===== src/rtl/osc_freq_meter.sv =====
// Gated edge counter for one of NUM_CH asynchronous oscillator inputs.
// Optional build macro OSC_FREQ_METER_SAT_EN: saturate the counter and report overflow.
//
// state  | meaning
// IDLE   | waiting for start with a non-zero gate length
// ARM    | one cycle: clear the counter, load the gate down-counter
// GATE   | counting selected-channel edges for gate_len cycles
// DONE   | result held until the consumer takes it
module osc_freq_meter #(
  parameter int NUM_CH = 4,
  parameter int CNT_W  = 16,
  parameter int GATE_W = 16,
  localparam int SEL_W = (NUM_CH > 1) ? $clog2(NUM_CH) : 1
) (
  input  logic              i_clk,
  input  logic              i_rst,
  input  logic [NUM_CH-1:0] i_osc_in,
  input  logic [SEL_W-1:0]  i_ch_sel,
  input  logic [GATE_W-1:0] i_gate_len,
  input  logic              i_start,
  input  logic              i_cont,
  output logic              o_busy,
  output logic [CNT_W-1:0]  o_res_count,
  output logic              o_res_valid,
  input  logic              i_res_ready,
  output logic              o_res_ovf
);

  typedef enum logic [1:0] {S_IDLE, S_ARM, S_GATE, S_DONE} state_t;

  state_t              r_state;
  state_t              w_state_nxt;
  logic [NUM_CH-1:0]   r_sync1, r_sync2, r_hist;
  logic [NUM_CH-1:0]   w_edge;
  logic                w_edge_sel;
  logic [SEL_W-1:0]    r_ch;
  logic [GATE_W-1:0]   r_gate_len;
  logic                r_cont;
  logic [CNT_W-1:0]    r_cnt;
  logic [CNT_W-1:0]    w_cnt_nxt;
  logic [GATE_W-1:0]   r_gate_cnt;
  logic [CNT_W-1:0]    r_res_count;
  logic                w_start_ok;
  logic                w_gate_last;

  // Synchronisers run in every state so a new window starts on settled history.
  always_ff @(posedge i_clk) begin
    if (i_rst) begin
      r_sync1 <= '0;
      r_sync2 <= '0;
      r_hist  <= '0;
    end else begin
      r_sync1 <= i_osc_in;
      r_sync2 <= r_sync1;
      r_hist  <= r_sync2;
    end
  end

  assign w_edge = r_sync2 & ~r_hist;

  always_comb begin
    w_edge_sel = 1'b0;
    for (int i = 0; i < NUM_CH; i++) begin
      if (r_ch == SEL_W'(i)) w_edge_sel = w_edge[i];
    end
  end

  assign w_start_ok  = i_start && (i_gate_len != '0);
  assign w_gate_last = (r_gate_cnt == GATE_W'(1));

  always_ff @(posedge i_clk) begin
    if (i_rst) r_state <= S_IDLE;
    else       r_state <= w_state_nxt;
  end

  always_comb begin
    w_state_nxt = r_state;
    case (r_state)
      S_IDLE:  if (w_start_ok) w_state_nxt = S_ARM;
      S_ARM:   w_state_nxt = S_GATE;
      S_GATE:  if (w_gate_last) w_state_nxt = S_DONE;
      S_DONE:  if (i_res_ready) w_state_nxt = r_cont ? S_ARM : S_IDLE;
      default: w_state_nxt = S_IDLE;
    endcase
  end

  always_comb begin
    o_busy      = (r_state != S_IDLE);
    o_res_valid = (r_state == S_DONE);
  end

  assign o_res_count = r_res_count;

`ifdef OSC_FREQ_METER_SAT_EN
  logic r_ovf, r_res_ovf, w_ovf_nxt;

  always_comb begin
    w_cnt_nxt = r_cnt;
    w_ovf_nxt = r_ovf;
    if (w_edge_sel) begin
      if (&r_cnt) w_ovf_nxt = 1'b1;
      else        w_cnt_nxt = r_cnt + CNT_W'(1);
    end
  end

  always_ff @(posedge i_clk) begin
    if (i_rst) begin
      r_ovf     <= 1'b0;
      r_res_ovf <= 1'b0;
    end else if (r_state == S_ARM) begin
      r_ovf     <= 1'b0;
      r_res_ovf <= 1'b0;
    end else if (r_state == S_GATE) begin
      r_ovf <= w_ovf_nxt;
      if (w_gate_last) r_res_ovf <= w_ovf_nxt;
    end
  end

  assign o_res_ovf = r_res_ovf;
`else
  always_comb begin
    w_cnt_nxt = r_cnt + CNT_W'(w_edge_sel);
  end

  assign o_res_ovf = 1'b0;
`endif

  always_ff @(posedge i_clk) begin
    if (i_rst) begin
      r_ch        <= '0;
      r_gate_len  <= '0;
      r_cont      <= 1'b0;
      r_cnt       <= '0;
      r_gate_cnt  <= '0;
      r_res_count <= '0;
    end else begin
      case (r_state)
        S_IDLE: begin
          if (w_start_ok) begin
            r_ch       <= i_ch_sel;
            r_gate_len <= i_gate_len;
            r_cont     <= i_cont;
          end
        end
        S_ARM: begin
          r_cnt      <= '0;
          r_gate_cnt <= r_gate_len;
        end
        S_GATE: begin
          r_cnt      <= w_cnt_nxt;
          r_gate_cnt <= r_gate_cnt - GATE_W'(1);
          if (w_gate_last) r_res_count <= w_cnt_nxt;
        end
        default: ;
      endcase
    end
  end

endmodule


===== config.mk =====
export PLATFORM = sky130hd
export DESIGN_NAME = osc_freq_meter
export DESIGN_NICKNAME = d
export VERILOG_FILES = /design/src/rtl/osc_freq_meter.sv
export SDC_FILE = /design/constraint.sdc
export NUM_CORES = 1
export LEC_CHECK = 0
export CELL_PAD_IN_SITES_DETAIL_PLACEMENT = 1
export CELL_PAD_IN_SITES_GLOBAL_PLACEMENT = 2
export CORE_MARGIN = 2
export CORE_UTILIZATION = 34
export CTS_CLUSTER_DIAMETER = 50
export CTS_CLUSTER_SIZE = 14
export DETAILED_ROUTE_END_ITERATION = 10
export GPL_ROUTABILITY_DRIVEN = 0
export PLACE_DENSITY_LB_ADDON = 0.1
export SYNTH_ARGS = -nofsm -noshare
export SYNTH_HDL_FRONTEND = slang
export SYNTH_SLANG_ARGS = --single-unit

===== constraint.sdc =====
create_clock -name i_clk -period 2.59 [get_ports i_clk]
set_clock_uncertainty 0.2 [all_clocks]
set_input_delay 0.259 -clock i_clk [delete_from_list [all_inputs] [get_ports i_clk]]
set_output_delay 0.259 -clock i_clk [all_outputs]
set_load 0.02 [all_outputs]

Yosys cells after proc, flatten, opt, wreduce, memory -nomap -nowiden
Cells that the tools add are included.
{ "totals": {"regBits": 81, "elab_cells": 44, "output_inout_bits": 19, "input_bits": 27} }
{ "op_classes": {"bitwise": 2, "n_addsub": 2, "n_reduce_logical": 9, "muxes": 11, "n_eq_ne": 10} }
{ "op_table": {"columns": ["operator", "n"], "rows": [
  ["16-bit one-hot mux with 2 select lines", 2],
  ["16-bit by 1-bit adder with 16-bit output", 1],
  ["16-bit by 1-bit == test with 1-bit output (second input constant)", 1],
  ["16-bit nonzero test", 1],
  ["16-bit by 1-bit subtractor with 16-bit output (second input constant)", 1],
  ["2-bit == test (second input constant)", 4],
  ["2-bit one-hot mux with 4 select lines", 1],
  ["2-bit two-way mux", 3],
  ["1-bit two-way mux", 5],
  ["4-bit AND", 1],
  ["2-bit by 1-bit == test with 1-bit output (second input constant)", 2],
  ["2-bit zero test", 2],
  ["2-bit != test (second input constant)", 2],
  ["4-bit inverter", 1],
  ["2-bit AND reduction", 2],
  ["2-bit nonzero test", 2],
  ["3-bit AND reduction", 1],
  ["2-bit by 1-bit != test with 1-bit output (second input constant)", 1],
  ["1-bit logical AND", 1]
]} }

Depth between registers and ports, before layout
Gate-level depths: netlist (run 1).
{ "logic_depth": {"depth_word": 8, "mapped_depth": 10, "ltp_nobuf": 10} }

Worst setup path before layout (run 1)
OpenSTA, ideal clock, no wires.
{ "synth_path": {"kind": "reg-to-reg", "start": "register r_ch[0]", "end": "register r_cnt[15]", "t_arrival_ps": 2063, "required_ps": 2316, "setup_time_ps": 74, "path_buffers": 0, "path_stages_with_launch": 10, "slack_ps": 253, "period_less_slack_ps": 2337, "cell_sequence": "dfxtp_1 -> nor2_1 -> a32oi_1 -> a21oi_1 -> ha_1 -> nand4_1 -> nor3_1 -> nand4_1 -> or3_1 -> a31oi_1"} }
{ "synth_via": {"elab_chain_cells": 7, "elab_cells_between_ends": 10, "classes_between": "add/sub (1); eq/ne (3); mux (5); reduce/logical (1)"} }
{ "synth_lines": {"columns": ["item", "line", "rtl"], "rows": [
  ["start, declared", "36", "logic [SEL_W-1:0] r_ch;"],
  ["start signal, assigned", "140", "r_ch <= i_ch_sel;"],
  ["2-bit zero test", "64", "if (r_ch == SEL_W'(i)) w_edge_sel = w_edge[i];"],
  ["1-bit two-way mux (3 in a row)", "64", null],
  ["1-bit two-way mux (*)", "64", null],
  ["16-bit by 1-bit adder with 16-bit output (*)", "122", "w_cnt_nxt = r_cnt + CNT_W'(w_edge_sel);"],
  ["16-bit one-hot mux with 2 select lines (*)", "137", "case (r_state)"],
  ["end signal, assigned", "150", "r_cnt <= w_cnt_nxt;"],
  ["end, declared", "39", "logic [CNT_W-1:0] r_cnt;"]
]} }
Mark *: on every way between the ends. The rest lies on a longest branch, timed or not.
A chain may end at the register's enable or synchronous reset.

Worst setup path in the final report (run 1)
{ "layout_path": {"start": "register r_sync2[1]", "end": "register r_cnt[15]"} }
{ "layout_via": {"elab_chain_cells": 6} }
{ "layout_lines": {"columns": ["item", "line", "rtl"], "rows": [
  ["start, declared", "33", "logic [NUM_CH-1:0] r_sync1, r_sync2, r_hist;"],
  ["start signal, assigned", "54", "r_sync2 <= r_sync1;"],
  ["4-bit AND", "59", "assign w_edge = r_sync2 & ~r_hist;"],
  ["1-bit two-way mux (3 in a row)", "64", null],
  ["16-bit by 1-bit adder with 16-bit output", "122", null],
  ["16-bit one-hot mux with 2 select lines", "137", null]
]} }
No other way between the ends.

==> impl_metrics.env, run 1 <==
export IMPL_seq_area_frac_synth_pct=43.6
export IMPL_start_kind="register"
export IMPL_hold_buffers=0
export IMPL_cp_top_family="simple AND/OR/NAND/NOR gates"
export IMPL_vias_per_cell=5.15
export IMPL_tritoncts="yes"
export IMPL_synthFlopType="dfxtp_1"
export IMPL_ant_nets=0
export IMPL_reg2regPathDepth=10
export IMPL_antennaDiodeCount=0
export IMPL_drc=0
export IMPL_status="completed"
export IMPL_overflow=0
export IMPL_dp_hpwl_um=6880
export IMPL_fp_dieH_um=109
export IMPL_avgSynthCellArea_um2=8.69
export IMPL_netlist_instances=428
export IMPL_end_kind="register"
export IMPL_io_buffers=44
export IMPL_cpPeakStageDelay_ns=0.35
export IMPL_worstMarginPinSlew_ns=0.530
export IMPL_crit_start="r_sync2[1]$_SDFF_PP0_"
export IMPL_rrSetupSlack_ns=0.16
export IMPL_maxCapViolations=0
export IMPL_drt_iter0_markers=91
export IMPL_die_x_um=109
export IMPL_grt_pass1_vias=3297
export IMPL_post_drt_wl_per_cell_um=15.7
export IMPL_dpl_cell_area_um2=4340
export IMPL_wl_um=9670
export IMPL_syn_area_um2=3720
export IMPL_ys_seq_elements=81
export IMPL_clock_sinks=81
export IMPL_antenna_found_initial=0
export IMPL_max_freq_mhz=411
export IMPL_cts_resized=0
export IMPL_worst_hold_slack_ns=0.0628
export IMPL_cts_buffers=9
export IMPL_core_area_um2=10700
export IMPL_clkTransAtPathRegs_ns=0.09
export IMPL_ir_drop_uv=363
export IMPL_power_leakage_uw=0.00164
export IMPL_critPathSlowestCell="or3_1"
export IMPL_firstDrtPassIters=4
export IMPL_finalHoldViolations=0
export IMPL_synth_cell_type_count=52
export IMPL_cts_setup_buffers=0
export IMPL_relSlewSlack_pct=64.7
export IMPL_syn_to_final_growth_pct=22.5
export IMPL_track_usage_pct=18.0
export IMPL_arrival_ns=2.52
export IMPL_setup_viol=0
export IMPL_p_total_uw=4270
export IMPL_ctsRootBufferMaster="clkbuf_8"
export IMPL_path_buf_inv=1
export IMPL_start_util_pct=34.6
export IMPL_cp_endpoint="r_cnt[15]$_SDFFE_PP0P_"
export IMPL_dieArea_um2=11800
export IMPL_period_share_pct=94.0
export IMPL_hold_path_class="input pin to register"
export IMPL_clock_path_buffers=2
export IMPL_worstSetupPathDepth=10
export IMPL_grt_max_degree=49
export IMPL_worst_r2r_endpoint="r_cnt[15]$_SDFFE_PP0P_"
export IMPL_nets=508
export IMPL_ys_warnings_count=0
export IMPL_synth_edff_count=0
export IMPL_crit_fanout=7
export IMPL_synth_fp_nets=462
export IMPL_fin_crit_ns=2.43
export IMPL_grt_pass1_wl_um=16400
export IMPL_critical_path_required_ns=2.67
export IMPL_cp_cell_sequence="nor2b_1 -> a221oi_1 -> a21oi_1 -> ha_2 -> nand4_1 -> nor3_2 -> buf_4 -> nand4_1 -> or3_1 -> a31oi_1"
export IMPL_power_density_nw_per_um2=937
export IMPL_design_area_um2=4550
export IMPL_clkLatencyLatePin_ns=0.36
export IMPL_fp_row_count=38
export IMPL_drive_above_1_share_pct=9.85
export IMPL_htreeDepth=3
export IMPL_timing_rr_start="r_sync2[1]$_SDFF_PP0_"
export IMPL_synthArstFlopShare_pct=0
export IMPL_num_vias=3180
export IMPL_crit_path_frequent_cell="nand4_1"
export IMPL_finalMaxSlewViolations=0
export IMPL_final_core_util_pct=42.4
export IMPL_io_pins=46
export IMPL_path_class="register to register"
export IMPL_rsz0062_at_grt="true"
-- synth_stat cells, drive strengths merged (8+ instances only) --
cell	number	area [um2]
a211oi	20	150
a21oi	27	135
clkbuf	20	75.1
dfxtp	81	1620
inv	14	52.6
mux2i	25	250
nand2	30	113
nand3	16	80.1
nor2	63	244
nor2b	14	87.6
nor3	9	45.0
nor4	8	80.1
o21ai	16	80.1
-- through the flow --
stage	setup TNS, ns	setup slack [ns]	std cells
4_1_cts	0	0.105	617
2_1_floorplan	0	0.253	428
6_report	0	0.155	617
3_5_place_dp	-0.150	-0.0262	603
5_1_grt	-0.00390	-0.00390	617
3_3_place_gp	0	0.0240	603
-- how the worst min path moves through the flow --
stage                     cells after the start                  start  slack, ns                     endpoint
after detailed placement                      1  r_sync1[3]$_SDFF_PP0_       0.23        r_sync2[3]$_SDFF_PP0_
final                                         2                  i_rst       0.06  o_res_count[8]$_SDFFE_PP0P_
after global placement                        1  r_sync1[1]$_SDFF_PP0_       0.22        r_sync2[1]$_SDFF_PP0_
after CTS                                     2                  i_rst       0.06  o_res_count[8]$_SDFFE_PP0P_
after global routing                          2                  i_rst       0.09       r_cnt[13]$_SDFFE_PP0P_
after floorplan                               1            i_osc_in[0]       0.19        r_sync1[0]$_SDFF_PP0_
-- flip-flops by register name, indices dropped and copies added, names as in the netlist --
name	count
o_res_count	16
r_state	2
r_sync1	4
r_cnt	16
r_ch	2
r_gate_cnt	16
r_sync2	4
r_hist	4
r_cont	1
r_gate_len	16
-- power by group --
group          switching (uW)  internal, uW
clock network             480           441
registers                 164          1400
logic                    1070           713
total                    1720          2550
-- layout by cell type (no fill, tap or decap), types with 2 or more instances in the layout --
master           count
or2_2                2
and2_1               2
a22oi_1              3
o32ai_1              3
buf_4               17
nor4_1               5
dfxtp_1             81
a21oi_1             27
o22ai_1              6
nand4b_1             2
nor3_1               7
clkbuf_8             9
ha_1                 6
a31oi_1              3
o21ai_0             16
o31ai_1              2
nand4_1              4
inv_1               14
nor2b_1             14
nand2_1             30
o2bb2ai_1            2
nor3_2               2
or3_1                4
a32o_1               2
nor2_1              61
xor2_1               7
a211oi_1            20
nor4_4               2
mux2i_1             25
a32oi_1              2
nor3b_1              2
clkdlybuf4s50_1     43
or4_1                4
xnor2_1              7
nand3_1             15
-- layout make-up --
cell class	count	area, um2
multi-input combinational	305	1930
fill	1300	6190
clock buffer	10	128
timing repair buffer	62	583
sequential	81	1620
tap	140	175
clock inverter	4	55.1
inverter	15	56.3
-- cell families after synthesis --
| group | Yosys count | share of synthesized area, % |
|---|---|---|
| AOI/OAI and AO/OA | 94 | 16.7 |
| xor gates and xnor gates | 14 | 3.30 |
| adders and majority gates | 7 | 2.36 |
| buffers and inverters | 42 | 5.05 |
| DFF | 81 | 43.6 |
| muxes | 26 | 7.03 |
| other | 1 | 0.101 |
| and+or+nand+nor | 163 | 21.8 |
-- per-layer routing --
metal / GRT usage (%) / part of all wire (%)
met5: 0 / 0
met4: 6.32 / 1.3
met3: 3.07 / 2.2
met2: 27.6 / 44
met1: 25.4 / 53
Note: power is estimated with default switching activity, not from simulation.
==> run 2, diff against run 1 <==
--- a/config.mk
+++ b/config.mk
@@ -5,8 +5,10 @@
 export SDC_FILE = /design/constraint.sdc
 export NUM_CORES = 1
 export LEC_CHECK = 0
+export CAP_MARGIN = 20
 export CELL_PAD_IN_SITES_DETAIL_PLACEMENT = 1
 export CELL_PAD_IN_SITES_GLOBAL_PLACEMENT = 2
+export CORE_ASPECT_RATIO = 2
 export CORE_MARGIN = 2
 export CORE_UTILIZATION = 34
 export CTS_CLUSTER_DIAMETER = 50
==> impl_metrics.env, run 2 (synthesis results as in run 1) <==
export IMPL_status="completed"
export IMPL_overflow=0
export IMPL_grt_pass1_vias=3320
export IMPL_syn_to_final_growth_pct=29.1
export IMPL_path_class="register to register"
export IMPL_clkLatencyLatePin_ns=0.34
export IMPL_drive_above_1_share_pct=13.1
export IMPL_finalHoldViolations=0
export IMPL_design_area_um2=4800
export IMPL_ir_drop_uv=734
export IMPL_end_kind="register"
export IMPL_final_core_util_pct=44.4
export IMPL_drt_iter0_markers=111
export IMPL_maxCapViolations=0
export IMPL_dpl_cell_area_um2=4440
export IMPL_vias_per_cell=5.19
export IMPL_hold_path_class="input pin to register"
export IMPL_final_common_cell="dfxtp_1"
export IMPL_die_x_um=77.9
export IMPL_grt_max_degree=40
export IMPL_drc=0
export IMPL_io_buffers=44
export IMPL_worstMarginPinSlew_ns=0.497
export IMPL_top_layer_used="met4"
export IMPL_cp_cell_sequence="nor2_1 -> a32oi_1 -> a21oi_1 -> ha_2 -> nand4_1 -> nor3_2 -> buf_4 -> nand4_1 -> buf_4 -> xor2_1 -> a211oi_1"
export IMPL_drt_met1_wl_um=3740
export IMPL_critical_path_required_ns=2.65
export IMPL_power_density_nw_per_um2=982
export IMPL_hold_buffers=0
export IMPL_clkTransAtPathRegs_ns=0.06
export IMPL_finalMaxSlewViolations=0
export IMPL_power_leakage_uw=0.00176
export IMPL_setup_viol=0
export IMPL_layout_common_cells="dfxtp_1, nor2_1, clkdlybuf4s50_1"
export IMPL_start_util_pct=34.4
export IMPL_relSlewSlack_pct=66.6
export IMPL_dieArea_um2=11800
export IMPL_clock_path_buffers=2
export IMPL_start_kind="register"
export IMPL_max_freq_mhz=410
export IMPL_fp_dieH_um=152
export IMPL_fin_crit_ns=2.44
export IMPL_dp_hpwl_um=7230
export IMPL_antenna_found_initial=0
export IMPL_met2_length_um=5790
export IMPL_cts_buffers=9
export IMPL_ant_nets=0
export IMPL_crit_fanout=6
export IMPL_firstDrtPassIters=4
export IMPL_core_area_um2=10800
export IMPL_clock_sinks=81
export IMPL_met3_length_um=254
export IMPL_critPathSlowestCell="dfxtp_2"
export IMPL_cpPeakStageDelay_ns=0.35
export IMPL_track_usage_pct=17.5
export IMPL_tritoncts="yes"
export IMPL_antennaDiodeCount=0
export IMPL_io_pins=46
export IMPL_grt_pass1_wl_um=16300
export IMPL_ctsRootBufferMaster="clkbuf_16"
export IMPL_period_share_pct=94.2
export IMPL_post_drt_wl_per_cell_um=15.8
export IMPL_fp_row_count=54
export IMPL_wl_um=9950
export IMPL_num_vias=3270
export IMPL_htreeDepth=3
export IMPL_arrival_ns=2.50
export IMPL_nets=519
[run 2: worst paths after layout]
| path | startpoint | end | slack, ns | depth (start not counted) |
|---|---|---|---|---|
| setup / recovery | r_ch[0]$_SDFFE_PP0P_ | o_res_count[15]$_SDFFE_PP0P_ | 0.15 | 11 |
| hold / removal | i_rst | r_sync1[2]$_SDFF_PP0_ | 0.15 | 2 |
| setup reg to reg | r_ch[0]$_SDFFE_PP0P_ | o_res_count[15]$_SDFFE_PP0P_ | 0.15 | 11 |
| hold reg to reg | r_sync1[1]$_SDFF_PP0_ | r_sync2[1]$_SDFF_PP0_ | 0.25 | 1 |
[run 2: final cells by class]
class                      count  area [um2]
fill                        1284        6010
multi-input combinational    305        1940
sequential                    81        1620
timing repair buffer          73         703
clock buffer                   9         225
tap                          140         175
clock inverter                 7        76.3
inverter                      15        56.3
[run 2: worst max-delay path: cells and delay by family (launching register included)]
family,cells,cell delay [ns]
simple gates,4,0.62
compound gates,3,0.46
buf+inv,2,0.36
flops,1,0.35
fa+ha+maj,1,0.24
xor+xnor,1,0.13
[run 2: routing by layer]
| metal | vias to the layer above | GRT usage (%) |
|---|---|---|
| met2 | 52 | 34.1 |
| li1 | 1628 | - |
| met1 | 1578 | 17.8 |
| met3 | 12 | 3.33 |
| met5 | - | 0 |
| met4 | 0 | 6.43 |
[run 2: timing repair]
action / in CTS / in global routing
setup endpoints to repair: 1 / 10
resized for setup: 1 / 8
pin swaps: 1 / 4
setup buffers: 0 / 3
[run 2: power by group]
group	switching, uW	leakage [uW]	internal (uW)
logic	1120	0.000957	754
clock network	539	0.000143	755
registers	148	0.000660	1400
[run 2: metrics by stage]
step,total power (uW),hold slack (ns),TNS (ns),worst slack [ns],cells
after detailed placement,3470,0.237,-2.01,-0.153,611
after global routing,5050,0.185,-0.00253,-0.00234,630
after floorplan,2810,0.187,0,0.253,428
after CTS,4790,0.163,0,0.0126,627
final,4710,0.151,0,0.150,630
after global placement,3410,0.224,-1.01,-0.0873,611
